[src/rtl/jamma_db9_scanner_if.sv]
// Pin and player-word bundle between the DB9/JAMMA chain scanner and its consumers.
// The scanner side is master; the board pins / input mapping side is slave.
interface jamma_db9_scanner_if;
   logic        enable;
   logic        joy_data;
   logic        joy_clk;
   logic        joy_load;
   logic        joy_select;
   logic [11:0] joy1;
   logic [11:0] joy2;
   logic        frame_valid;
   logic        busy;

   modport master (
      input  enable, joy_data,
      output joy_clk, joy_load, joy_select, joy1, joy2, frame_valid, busy
   );

   modport slave (
      output enable, joy_data,
      input  joy_clk, joy_load, joy_select, joy1, joy2, frame_valid, busy
   );
endinterface

[src/rtl/jamma_db9_scanner.sv]
// Scans the external 74HC165-style joystick chain: load, 24 shifted bits, idle gap,
// and publishes two active-high 12-bit player words with a one-cycle frame_valid.
module jamma_db9_scanner #(
   parameter int unsigned CLK_DIV   = 8,
   parameter int unsigned GAP_TICKS = 16
) (
   input  logic                clk_sys,
   input  logic                reset,
   jamma_db9_scanner_if.master bus
);
   typedef enum logic [1:0] {S_IDLE, S_LOAD, S_SHIFT, S_DONE} state_t;

   state_t      state, state_nxt;
   logic [7:0]  div_cnt;
   logic        tick;
   logic [1:0]  data_sync;
   logic        data_s;
   logic [7:0]  gap_cnt;
   logic        gap_full;
   logic        gap_hit;
   logic        load_cnt;
   logic [4:0]  bit_idx;
   logic        phase;
   logic [23:0] raw;
   logic        load_nxt;
   logic        clk_nxt;

   always_ff @(posedge clk_sys) begin
      if (reset || tick) div_cnt <= '0;
      else               div_cnt <= div_cnt + 8'd1;
   end

   assign tick = (div_cnt == 8'(CLK_DIV - 1));

   always_ff @(posedge clk_sys) begin
      if (reset) data_sync <= '1;
      else       data_sync <= {data_sync[0], bus.joy_data};
   end

   assign data_s   = data_sync[1];
   assign gap_full = (gap_cnt >= 8'(GAP_TICKS));
   // Counting the tick that performs the transition keeps the gap at exactly GAP_TICKS ticks.
   assign gap_hit  = (({1'b0, gap_cnt} + 9'd1) >= 9'(GAP_TICKS));

   always_ff @(posedge clk_sys) begin
      if (reset) state <= S_IDLE;
      else       state <= state_nxt;
   end

   always_comb begin
      state_nxt = state;
      case (state)
         S_IDLE:  if (tick && bus.enable && gap_hit)           state_nxt = S_LOAD;
         S_LOAD:  if (tick && load_cnt)                        state_nxt = S_SHIFT;
         S_SHIFT: if (tick && phase && (bit_idx == 5'd23))     state_nxt = S_DONE;
         S_DONE:                                               state_nxt = S_IDLE;
         default:                                              state_nxt = S_IDLE;
      endcase
   end

   // Gap preset on reset so the first load is issued on the very first tick.
   always_ff @(posedge clk_sys) begin
      if (reset) begin
         gap_cnt  <= 8'(GAP_TICKS);
         load_cnt <= 1'b0;
         bit_idx  <= '0;
         phase    <= 1'b0;
         raw      <= '0;
      end else if (tick) begin
         case (state)
            S_IDLE: begin
               load_cnt <= 1'b0;
               if (state_nxt == S_LOAD) gap_cnt <= '0;
               else if (!gap_full)      gap_cnt <= gap_cnt + 8'd1;
            end
            S_LOAD: begin
               load_cnt <= 1'b1;
               bit_idx  <= '0;
               phase    <= 1'b0;
            end
            S_SHIFT: begin
               phase <= ~phase;
               if (!phase) raw[bit_idx] <= data_s;
               else        bit_idx      <= bit_idx + 5'd1;
            end
            default: ;
         endcase
      end
   end

   always_comb begin
      load_nxt       = (state != S_LOAD);
      clk_nxt        = (state == S_SHIFT) && phase;
      bus.busy       = (state == S_LOAD) || (state == S_SHIFT);
      bus.joy_select = 1'b1;
   end

   always_ff @(posedge clk_sys) begin
      if (reset) begin
         bus.joy_clk     <= 1'b0;
         bus.joy_load    <= 1'b1;
         bus.joy1        <= '0;
         bus.joy2        <= '0;
         bus.frame_valid <= 1'b0;
      end else begin
         bus.joy_clk     <= clk_nxt;
         bus.joy_load    <= load_nxt;
         bus.frame_valid <= (state == S_DONE);
         if (state == S_DONE) begin
            bus.joy1 <= ~raw[11:0];
            bus.joy2 <= ~raw[23:12];
         end
      end
   end
endmodule
[src/flat_wrapper.sv]
// flat-port wrapper written by rule: the top's interface ports become plain ports
module jamma_db9_scanner_flat 
#(
   parameter int unsigned CLK_DIV   = 8,
   parameter int unsigned GAP_TICKS = 16
)
  (clk_sys, reset, bus_enable, bus_joy_data, bus_joy_clk, bus_joy_load, bus_joy_select, bus_joy1, bus_joy2, bus_frame_valid, bus_busy);
  jamma_db9_scanner_if bus_i ();
  input  logic clk_sys;
  input  logic reset;
  input wire logic [$bits(bus_i.enable)-1:0] bus_enable;
  input wire logic [$bits(bus_i.joy_data)-1:0] bus_joy_data;
  output wire logic [$bits(bus_i.joy_clk)-1:0] bus_joy_clk;
  output wire logic [$bits(bus_i.joy_load)-1:0] bus_joy_load;
  output wire logic [$bits(bus_i.joy_select)-1:0] bus_joy_select;
  output wire logic [$bits(bus_i.joy1)-1:0] bus_joy1;
  output wire logic [$bits(bus_i.joy2)-1:0] bus_joy2;
  output wire logic [$bits(bus_i.frame_valid)-1:0] bus_frame_valid;
  output wire logic [$bits(bus_i.busy)-1:0] bus_busy;
  assign bus_i.enable = bus_enable;
  assign bus_i.joy_data = bus_joy_data;
  assign bus_joy_clk = bus_i.joy_clk;
  assign bus_joy_load = bus_i.joy_load;
  assign bus_joy_select = bus_i.joy_select;
  assign bus_joy1 = bus_i.joy1;
  assign bus_joy2 = bus_i.joy2;
  assign bus_frame_valid = bus_i.frame_valid;
  assign bus_busy = bus_i.busy;
  jamma_db9_scanner #(.CLK_DIV(CLK_DIV), .GAP_TICKS(GAP_TICKS)) u_core (.clk_sys(clk_sys), .reset(reset), .bus(bus_i));
endmodule
[config.mk]
export PLATFORM = sky130hd
export DESIGN_NAME = jamma_db9_scanner_flat
export DESIGN_NICKNAME = d
export VERILOG_FILES = /design/src/rtl/jamma_db9_scanner_if.sv /design/src/rtl/jamma_db9_scanner.sv /design/src/flat_wrapper.sv
export SDC_FILE = /design/constraint.sdc
export NUM_CORES = 1
export LEC_CHECK = 0
export BUFFER_PORTS_ARGS = -buffer_cell sky130_fd_sc_hd__buf_2
export CAP_MARGIN = 20
export CORE_MARGIN = 2
export CORE_UTILIZATION = 59
export CTS_CLUSTER_SIZE = 24
export DETAILED_ROUTE_END_ITERATION = 8
export PLACE_DENSITY = 0.79
export SYNTH_ARGS = -nofsm -noshare
export SYNTH_HDL_FRONTEND = slang
export SYNTH_SLANG_ARGS = --single-unit
[constraint.sdc]
create_clock -name clk_sys -period 2.7 [get_ports clk_sys]
set_clock_uncertainty 0.1 [all_clocks]
set_input_delay 0.405 -clock clk_sys [delete_from_list [all_inputs] [get_ports clk_sys]]
set_output_delay 0.405 -clock clk_sys [all_outputs]
set_load 0.02 [all_outputs]
==> impl_results.md <==
* Outcome: finished clean
* Core Util, Final at 66.2%
* Gp weighted congestion at between 0.8 and 0.9
* Hold Fails Final Rpt at 0
* Iter 0 DRT Violations at 178
* R2r setup slk at 0.58 ns
* DRT Wirelength at slightly below 7000 µm
* Buf/Inv on CP at 0
* Yosys warning total at 0
* # rows at 28
* Delay-heaviest family, CP: simple AND/OR/NAND/NOR gates
* Worst IR Drop VDD at between 0.4 and 0.5 mV
* Max Cap Violations at 0
* CP endpoint: u_core.raw[3]
* CP endpoint kind: flip-flop
* Core Region at approximately 5800 µm²
* CTS buffer count at 9
* Relative slew slack at 48.6%
* Fmax at 471 MHz
* DR vias/cell at between 5 and 6
* Initial antenna violation count at 0
* Die Ht at 81.1 µm
* Root Driver: clkbuf_8
* Skew-Pair Late Insertion Delay at 0.35 ns
* WP depth at 6
* Synth Net Count at a little over 400
* Top cell type's share of synthesized area at 44.5%
* Reg clk slew, reported paths at 0.08 ns
* Register area at about 1600 µm²
* Pins over their slew limit at 0
* Initial core utilization at 60.3%
* Layout cells sized above 1 at 16.3%
* Cell variety after synth at 52
* Worst EP required at 2.84 ns
* Longest Clk Path Bufs at 2
* CTS sink cnt at 78
* GR Util All Layers at about 23%
* Synth top area cells: dfxtp_1 (45%), mux2i_1 (5.7%), nand3_1 (5.4%)
* HPWL Detailed at 4870 µm
* Syn Area/Cell at roughly 8.8 µm²
* Register area share after synthesis at 44.5%
* Worst-path cell chain: ha_1, and3b_1, and4b_1, nand2_1, o21ai_0, a21oi_1
* Most frequent cells in the layout: dfxtp_1 (78), nand3_1 (38), nor2_1 (37)
* Layout fillers at 513
* Global-route met3 utilization at between 5 and 6%
* Final Setup Violations at 0
* Largest net degree at the start of global routing at 31
* Antenna-violating nets left at 0
* Ys async rst share at 0%
* TritonCTS clock tree: done
* RSZ-0062 raised after global routing: no
* Synth-to-Final Area Change at 9.77%
* Die width at between 80 and 90 µm
* Worst Setup Start Kind: flip-flop
* Total Nets Final at between 400 and 500
* Static leakage at 1.41 nW
* RR Startpoint: u_core.div_cnt[0]
* CTS resizes at 0
* EDFF count, synth at 0
* CP max FO at 8
* Mapped Cells at between 300 and 400
* Multi-input gate area at 1680 µm²
* Largest stage delay, worst path at 0.40 ns
* Hold buffers post-CTS at 0
* Yosys top cell by area: dfxtp_1
* Synthesized area at approximately 3500 µm²
* FF-to-FF End: u_core.raw[3]
* Remaining Overflow, GRT at 0
* DRC at 0
* Crit path kind: flip-flop to flip-flop
* Area of the die at ~6600 µm²
* Top Usage Layer GRT: met2
* DR vias at approximately 2800
* Part of the cycle the worst path needs at 78.6%
* Vias in the first global route at 2571
* GR Util met2 at 38.7%
* Pre-antenna DRT Iters at 5
* Commonest non-fill, non-tap cell in the layout: dfxtp_1
* Wire length of the first global-routing pass at 11400 µm
* IO Pins at 33
* Global-route track usage on met1 at between 20% and 30%
* Primary FF master, synth: dfxtp_1
* Min Clock Period, post-route at ~2.1 ns
* Min-Delay Path Class: input pin to flip-flop
* Setup crit start: u_core.div_cnt[0]
* Synth Register Bits at 78
* Critical Path Slowest Stage Cell: and4b_1
* Hold Path Stages at 2
* Power Density at 565 nW/µm²
* Routed wire per std cell at around 14 µm
* Critical path arrival at 2.26 ns
* Worst reg2reg path depth at 6
* Postcts setup bufs at 0
* Worst-margin pin slew at 0.770 ns
* PortBufs at 31
* Final setup margin at 0.579 ns
* Number of diodes at 0
* Htree depth at 3
* TNS Setup at 0 ns
* Pre-CTS setup slack at 0.635 ns
* Worst Hold Launch: bus_joy_data
## area by class of cell
class                           count  share of cell area (%)
Inverter                           28                    2.73
Sequential cell                    78                    40.5
Multi-Input combinational cell    267                    43.6
Timing Repair Buffer               34                    4.94
Clock inverter                      5                    2.11
Tap cell                           75                    2.44
Clock buffer                       11                    3.67
## power by group
| part | total [mW] | internal [mW] | switching [mW] |
|---|---|---|---|
| Clock | 0.970 | 0.548 | 0.423 |
| Combinational | 0.0414 | 0.0126 | 0.0288 |
| Sequential | 1.16 | 1.16 | 0.00853 |
| Total | 2.18 | 1.72 | 0.460 |
## cells in the mapped netlist, types with 5 or more instances
master,n
nand3_1,38
dfxtp_1,78
buf_6,6
clkbuf_1,7
buf_2,5
a211oi_1,6
o21ai_0,28
nand2_1,19
a21oi_1,31
mux2i_1,20
and2_4,5
inv_1,28
xor2_1,5
nor3_1,13
nor2_1,37
ha_1,11
## state kept, by name, summed over array words and instances, names as in the netlist, 2 cells and up
signal / count
u_core.bit_idx: 5
u_core.data_sync: 2
u_core.gap_cnt: 8
u_core.bus.joy1: 12
u_core.div_cnt: 8
u_core.bus.joy2: 12
u_core.raw: 24
u_core.state: 2
## layer usage
layer	vias up	share of wire [%]
met5	-	0
met4	0	2.8
met3	17	4.1
met2	64	49
met1	1280	44
li1	1407	-
## worst register-to-register path, cell delays in order, from the launching register on
cell,delay [ns]
dfxtp_1,0.36
ha_1,0.25
and3b_1,0.33
and4b_1,0.40
nand2_1,0.25
o21ai_0,0.23
a21oi_1,0.09
## worst min path at each step
stage	to	slack (ns)
finish	u_core.data_sync[0]	0.14
global route	u_core.data_sync[0]	0.13
CTS	u_core.data_sync[0]	0.12
detailed placement	u_core.data_sync[1]	0.31
global placement	u_core.data_sync[1]	0.29
floorplan	u_core.data_sync[1]	0.29
## kinds of logic (layout without fill, tap and decap cells)
group	count (synthesis)	after routing	synth area share, %
AOI/OAI and AO/OA	79	79	13.3
xor gates and xnor gates	7	7	1.75
adders and majority gates	11	11	3.92
buffers and inverters	53	78	7.67
DFF	78	78	44.5
muxes	21	21	6.35
other	1	1	0.107
and+or+nand+nor	148	148	22.4
## stage by stage
step | instance area (µm²) | instances | power, mW | hold slack [ns]
floorplan | 3510 | 398 | 1.22 | 0.289
global route | 3850 | 498 | 2.26 | 0.126
global placement | 3630 | 482 | 1.23 | 0.295
detailed placement | 3630 | 482 | 1.23 | 0.311
CTS | 3850 | 498 | 2.20 | 0.123
finish | 3850 | 498 | 2.18 | 0.136
Note: power is estimated with default switching activity, not from simulation.
